**config.mk**
```make
export PLATFORM = sky130hd
export DESIGN_NAME = timebase_gen_flat
export DESIGN_NICKNAME = d
export VERILOG_FILES = /design/src/rtl/timebase_gen_if.sv /design/src/rtl/timebase_gen.sv /design/src/flat_wrapper.sv
export SDC_FILE = /design/constraint.sdc
export NUM_CORES = 1
export LEC_CHECK = 0
export CAP_MARGIN = 20
export CORE_MARGIN = 4
export CORE_UTILIZATION = 45
export DETAILED_ROUTE_END_ITERATION = 8
export DONT_BUFFER_PORTS = 1
export HOLD_SLACK_MARGIN = 0.02
export PLACE_DENSITY_LB_ADDON = 0.1
export REMOVE_ABC_BUFFERS = 1
export SETUP_SLACK_MARGIN = 0.3
export SYNTH_ARGS = -nofsm -noshare
export SYNTH_HDL_FRONTEND = slang
export SYNTH_SLANG_ARGS = --single-unit
```
**constraint.sdc**
```tcl
create_clock -name clk -period 6.4 [get_ports clk]
set_clock_uncertainty 0.1 [all_clocks]
set_input_delay 1.28 -clock clk [delete_from_list [all_inputs] [get_ports clk]]
set_output_delay 1.28 -clock clk [all_outputs]
set_load 0.01 [all_outputs]
```
**src/rtl/timebase_gen_if.sv**
```systemverilog
// timebase_gen_if: divisor write channel of timebase_gen (strobe, target, value, ack/err).
`timescale 1ns/1ps
interface timebase_gen_if #(
  parameter int unsigned CNT_W = 27
);
  logic             div_wr;
  logic [2:0]       div_sel;
  logic [CNT_W-1:0] div_val;
  logic             div_ack;
  logic             div_err;

  modport master (
    output div_wr, div_sel, div_val,
    input  div_ack, div_err
  );

  modport slave (
    input  div_wr, div_sel, div_val,
    output div_ack, div_err
  );
endinterface

```
**src/rtl/timebase_gen.sv**
```systemverilog
// timebase_gen: NUM_CH independent tick dividers with shadowed (pending) divisor updates.
// Define TIMEBASE_PHASE_OUT_EN to add the per-channel phase square-wave output.
`timescale 1ns/1ps
module timebase_gen #(
  parameter int unsigned CLK_HZ = 100_000_000,
  parameter int unsigned NUM_CH = 4,
  parameter int unsigned CNT_W  = 27
) (
  input  logic              clk,
  input  logic              rst,
  input  logic              en,
  input  logic              clr,
  timebase_gen_if.slave     div_bus,
  output logic [NUM_CH-1:0] tick
`ifdef TIMEBASE_PHASE_OUT_EN
  ,
  output logic [NUM_CH-1:0] phase
`endif
);

  localparam logic [CNT_W-1:0] RST_DIV = CNT_W'(CLK_HZ);

  logic [CNT_W-1:0]  cnt_q  [NUM_CH];
  logic [CNT_W-1:0]  cnt_d  [NUM_CH];
  logic [CNT_W-1:0]  div_q  [NUM_CH];
  logic [CNT_W-1:0]  div_d  [NUM_CH];
  logic [CNT_W-1:0]  pdiv_q [NUM_CH];
  logic [CNT_W-1:0]  pdiv_d [NUM_CH];
  logic [NUM_CH-1:0] pend_q, pend_d;
  logic [NUM_CH-1:0] tick_q, tick_d;
  logic [NUM_CH-1:0] sel_hit, wrap_hit;
  logic              wr_ok;
  logic              ack_q, ack_d;
  logic              err_q, err_d;
`ifdef TIMEBASE_PHASE_OUT_EN
  logic [NUM_CH-1:0] phase_q, phase_d;
`endif

  always_comb begin
    wr_ok = div_bus.div_wr && (32'(div_bus.div_sel) < NUM_CH)
            && (div_bus.div_val >= CNT_W'(2));
    ack_d    = wr_ok;
    err_d    = div_bus.div_wr && !wr_ok;
    sel_hit  = '0;
    wrap_hit = '0;
    pend_d   = pend_q;
    tick_d   = '0;
`ifdef TIMEBASE_PHASE_OUT_EN
    phase_d  = phase_q;
`endif
    for (int unsigned ch = 0; ch < NUM_CH; ch++) begin
      cnt_d[ch]    = cnt_q[ch];
      div_d[ch]    = div_q[ch];
      pdiv_d[ch]   = pdiv_q[ch];
      sel_hit[ch]  = wr_ok && (div_bus.div_sel == 3'(ch));
      wrap_hit[ch] = (cnt_q[ch] == div_q[ch] - CNT_W'(1));

      if (clr) begin
        // A write landing with clr bypasses the pending stage and takes effect at once.
        cnt_d[ch] = '0;
        if (sel_hit[ch]) begin
          div_d[ch]  = div_bus.div_val;
          pdiv_d[ch] = div_bus.div_val;
        end else if (pend_q[ch]) begin
          div_d[ch] = pdiv_q[ch];
        end
        pend_d[ch] = 1'b0;
`ifdef TIMEBASE_PHASE_OUT_EN
        phase_d[ch] = 1'b0;
`endif
      end else begin
        if (en) begin
          if (wrap_hit[ch]) begin
            cnt_d[ch]  = '0;
            tick_d[ch] = 1'b1;
            if (pend_q[ch]) begin
              div_d[ch]  = pdiv_q[ch];
              pend_d[ch] = 1'b0;
            end
          end else begin
            cnt_d[ch] = cnt_q[ch] + CNT_W'(1);
          end
`ifdef TIMEBASE_PHASE_OUT_EN
          phase_d[ch] = (cnt_d[ch] < (div_d[ch] >> 1));
`endif
        end
        // Evaluated after the wrap so the previously pending value is consumed first.
        if (sel_hit[ch]) begin
          pdiv_d[ch] = div_bus.div_val;
          pend_d[ch] = 1'b1;
        end
      end
    end
  end

  always_ff @(posedge clk or negedge rst) begin
    if (!rst) begin
      for (int unsigned ch = 0; ch < NUM_CH; ch++) begin
        cnt_q[ch]  <= '0;
        div_q[ch]  <= RST_DIV;
        pdiv_q[ch] <= RST_DIV;
      end
      pend_q <= '0;
      tick_q <= '0;
      ack_q  <= 1'b0;
      err_q  <= 1'b0;
`ifdef TIMEBASE_PHASE_OUT_EN
      phase_q <= '0;
`endif
    end else begin
      cnt_q  <= cnt_d;
      div_q  <= div_d;
      pdiv_q <= pdiv_d;
      pend_q <= pend_d;
      tick_q <= tick_d;
      ack_q  <= ack_d;
      err_q  <= err_d;
`ifdef TIMEBASE_PHASE_OUT_EN
      phase_q <= phase_d;
`endif
    end
  end

  assign tick            = tick_q;
  assign div_bus.div_ack = ack_q;
  assign div_bus.div_err = err_q;
`ifdef TIMEBASE_PHASE_OUT_EN
  assign phase           = phase_q;
`endif

endmodule

```
**src/flat_wrapper.sv**
```systemverilog
// flat-port wrapper written by rule: the top's interface ports become plain ports
module timebase_gen_flat 
#(
  parameter int unsigned CLK_HZ = 100_000_000,
  parameter int unsigned NUM_CH = 4,
  parameter int unsigned CNT_W  = 27
)
  (clk, rst, en, clr, tick, div_bus_div_wr, div_bus_div_sel, div_bus_div_val, div_bus_div_ack, div_bus_div_err);
  timebase_gen_if #(.CNT_W(CNT_W)) div_bus_i ();
  input  logic clk;
  input  logic rst;
  input  logic en;
  input  logic clr;
  output logic [NUM_CH-1:0] tick;
  input wire logic [$bits(div_bus_i.div_wr)-1:0] div_bus_div_wr;
  input wire logic [$bits(div_bus_i.div_sel)-1:0] div_bus_div_sel;
  input wire logic [$bits(div_bus_i.div_val)-1:0] div_bus_div_val;
  output wire logic [$bits(div_bus_i.div_ack)-1:0] div_bus_div_ack;
  output wire logic [$bits(div_bus_i.div_err)-1:0] div_bus_div_err;
  assign div_bus_i.div_wr = div_bus_div_wr;
  assign div_bus_i.div_sel = div_bus_div_sel;
  assign div_bus_i.div_val = div_bus_div_val;
  assign div_bus_div_ack = div_bus_i.div_ack;
  assign div_bus_div_err = div_bus_i.div_err;
  timebase_gen #(.CLK_HZ(CLK_HZ), .NUM_CH(NUM_CH), .CNT_W(CNT_W)) u_core (.clk(clk), .rst(rst), .en(en), .clr(clr), .div_bus(div_bus_i), .tick(tick));
endmodule
```
==> run_results.csv <==
group,metric,value,unit
finish,nNetsFinal,2003,
detailed_routing,routed-via-count,15376,
clock_tree,clock-sinks,334,
die,die-area,47500,µm²
synth,synth.area.mux_share,0.0677,
sta,fin_tns_setup,0,ps
synth,synth-simple-area-share,0.193,
die,start_util,0.457,
clock_tree,hold_buffers,0,
detailed_routing,post_drt_wl_per_cell,21.3,µm
clock_tree,cts_max_path_buffers,3,
clock_tree,cts-root-buf,"clkbuf_16",
power,ir_drop,154,µV
critical_path,crit_type,"register to register",
sta,setup_violations,0,
power,p_per_area,318,nW/µm²
synth,ys_async_sr_fraction,1.00,
synth,synthAdderAreaFrac,0.00555,
sta,timing.slew.headroom,0.276,
clock_tree,cts_buffers,39,
clock_tree,cts_tree,"built",
global_route,grt_pass1_vias,14774,
synth,synth_compound_area_frac,0.157,
finish,drive_gt1_frac,0.176,
detailed_routing,drtIter0Drc,1336,
global_route,grt_max_degree,335,
global_route,antenna_found_initial,2,
finish,synthToLayoutAreaGrowth,7.59,%
critical_path,cp_max_fo,29,
sta,min_period,4710,ps
detailed_routing,via_per_inst,5.97,
critical_path,start_kind,"register",
critical_path,cp-end-kind,"register",
power,p_leak,8.13,nW
finish,antenna_cells,0,
detailed_routing,totalWireLength,54.8,mm
sta,finalHoldViolCount,0,
clock_tree,cts_setup_buffers,0,
synth,seq_area_frac_synth,0.428,
die,chipWidth,218,µm
detailed_routing,drc_errors,0,
clock_tree,clkTransAtPathRegs,60,ps
synth,synth.top_cell.area_share,0.300,
global_route,grt-ovfl-total,0,
global_route,grt_pass1_wl,87.0,mm
sta,worst_pin_slew,1080,ps
sta,rsz0062_at_grt,"false",
synth,synth_xor_xnor_area_share,0.0997,
clock_tree,htree_levels,2,
synth,synthCells,2053,
die,rows,76,
place,hpwl,38.0,mm
clock_tree,postCtsResizedCells,0,
synth,yosysWarnings,0,
synth,synthTopCellsByArea,"dfrtp_1 30%, dfstp_2 13%, mux2_2 6.4%, xnor2_1 5.2%, xor2_1 4.7%",
detailed_routing,ant_nets,0,
sta,finalCritPeriodShare,0.736,
critical_path,rrSetupSlack,1690,ps
place,dp_slack,1680,ps
sta,layout_setup_ws,1690,ps
die,coreArea,43400,µm²
critical_path,crit_required,6720,ps
synth,syn_avg_cell_area,9.66,µm²
detailed_routing,firstDrtPassIters,5,
synth,synth-edff-count,0,
global_route,grt.total_usage,0.230,
synth,synth_seq_cells,334,
min_path,hp-class,"input port to asynchronous set/reset pin",
critical_path,critPathArrivalTime,5030,ps
sta,max_freq,212,MHz
clock_tree,clkLatencyLatePin,560,ps
die,num_io_pins,41,
flow_run,drv_cap,0,
outcome,status,"finished clean",
die,die_h,218,µm
synth,syn_area,19800,µm²
sta,drv_slew,0,
synth,yosys.area.top_type,"dfrtp_1",
synth,synth_cell_types,92,
synth,ys.flop_type,"dfrtp_1",
place,place.gp.congestion,0.901,
synth,synth_top_family_by_area,"simple AND/OR/NAND/NOR gates",
place,numPortBuffers,0,
==> cell families (layout without fill, tap and decap cells) <==
logic type / after synthesis / in the layout
simple gates: 744 / 744
flops: 334 / 334
mux: 120 / 120
buf+inv: 218 / 155
compound gates: 403 / 403
xor+xnor: 225 / 225
fa+ha+maj: 9 / 9
==> cell usage in the layout, fill, tap and decap left out, types with 49 or more instances in the layout <==
master   Yosys  final
nor2_1     209    209
inv_1       57     57
nand2_1    160    160
xor2_1     107    107
o22ai_1     62     62
dfrtp_1    238    238
nor4_1      55     55
dfstp_2     96     96
o21ai_0     64     64
mux2_2     113    113
nand3_1     59     58
nor3_1      49     49
xnor2_1    117    117
==> path summary, 6_finish.rpt <==
check | from | depth (start not counted) | endpoint
max in group asynchronous | rst | 0 | u_core.pdiv_q[88]$_DFFE_PN0P_
worst max-delay path | u_core.div_q[3]$_DFFE_PN0P_ | 9 | u_core.div_q[2]$_DFFE_PN0P_
worst max register to register | u_core.div_q[3]$_DFFE_PN0P_ | 9 | u_core.div_q[2]$_DFFE_PN0P_
min in group clk | u_core.pdiv_q[93]$_DFFE_PN0P_ | 1 | u_core.pdiv_q[93]$_DFFE_PN0P_
worst min-delay path | rst | 0 | u_core.cnt_q[95]$_DFFE_PN0P_
worst min register to register | u_core.pdiv_q[93]$_DFFE_PN0P_ | 1 | u_core.pdiv_q[93]$_DFFE_PN0P_
==> final cells by class <==
class / instances / area (µm²)
fill: 4087 / 22000
multi-input combinational: 1501 / 10400
sequential: 334 / 8480
clock buffer: 62 / 1200
tap: 585 / 732
inverter: 58 / 218
timing repair buffer: 26 / 214
clock inverter: 9 / 98.8
==> Yosys cell counts (all sizes together), types with 12 or more instances <==
cell,number
clkbuf,103
a21oi,27
dfrtp,238
nor2,210
and3,37
mux2,113
inv,58
o211ai,12
nand2,160
xnor2,118
and4,14
buf,57
or3,13
nor3,50
nand3,59
a31oi,35
xor2,107
o21ai,68
a32o,28
o32a,27
a2bb2oi,52
nor4,60
nand2b,13
dfstp,96
nand4,44
o22ai,62
or4,19
==> per-stage QoR <==
stage | hold WS, ps | utilization | instance area [µm²] | power (mW) | cells
after floorplan | 379 | - | 19100 | 4.11 | 1893
after global placement | 387 | 0.461 | 20000 | 4.48 | 2500
after global routing | 288 | 0.492 | 21300 | 7.15 | 2575
after detailed placement | 393 | 0.461 | 20000 | 4.52 | 2500
final | 322 | 0.492 | 21300 | 6.79 | 2575
after CTS | 302 | 0.491 | 21300 | 6.83 | 2571
==> per-layer routing <==
metal / up-vias / global-route usage / routed length [µm]
met4: 4 / 0.0569 / 1260
met2: 336 / 0.373 / 25900
met3: 72 / 0.0410 / 2560
met1: 7636 / 0.320 / 25100
met5: - / 0 / 29
li1: 7328 / - / -
==> sequential cells by signal, indices dropped and copies added, names as in the netlist <==
signal and flops:
u_core.div_bus.div_ack 1, u_core.div_q 108, u_core.cnt_q 108, u_core.pend_q 4
u_core.div_bus.div_err 1, u_core.pdiv_q 108, u_core.tick 4
==> report_power, final <==
part / total (mW) / internal, mW / leakage, nW / switching (mW)
Clock: 2.27 / 1.36 / 0.639 / 0.910
Sequential: 3.11 / 2.61 / 4.07 / 0.497
Combinational: 1.40 / 0.730 / 3.43 / 0.673
==> worst max-delay path: stages, from the launching register on <==
cell	delay, ps
dfrtp_1	470
nor4_1	670
nand4_1	420
or3_1	470
or4b_1	550
a211oi_1	250
nand4_1	410
o21ai_4	660
buf_4	430
a2bb2oi_1	120
Note: power is estimated with default switching activity, not from simulation.
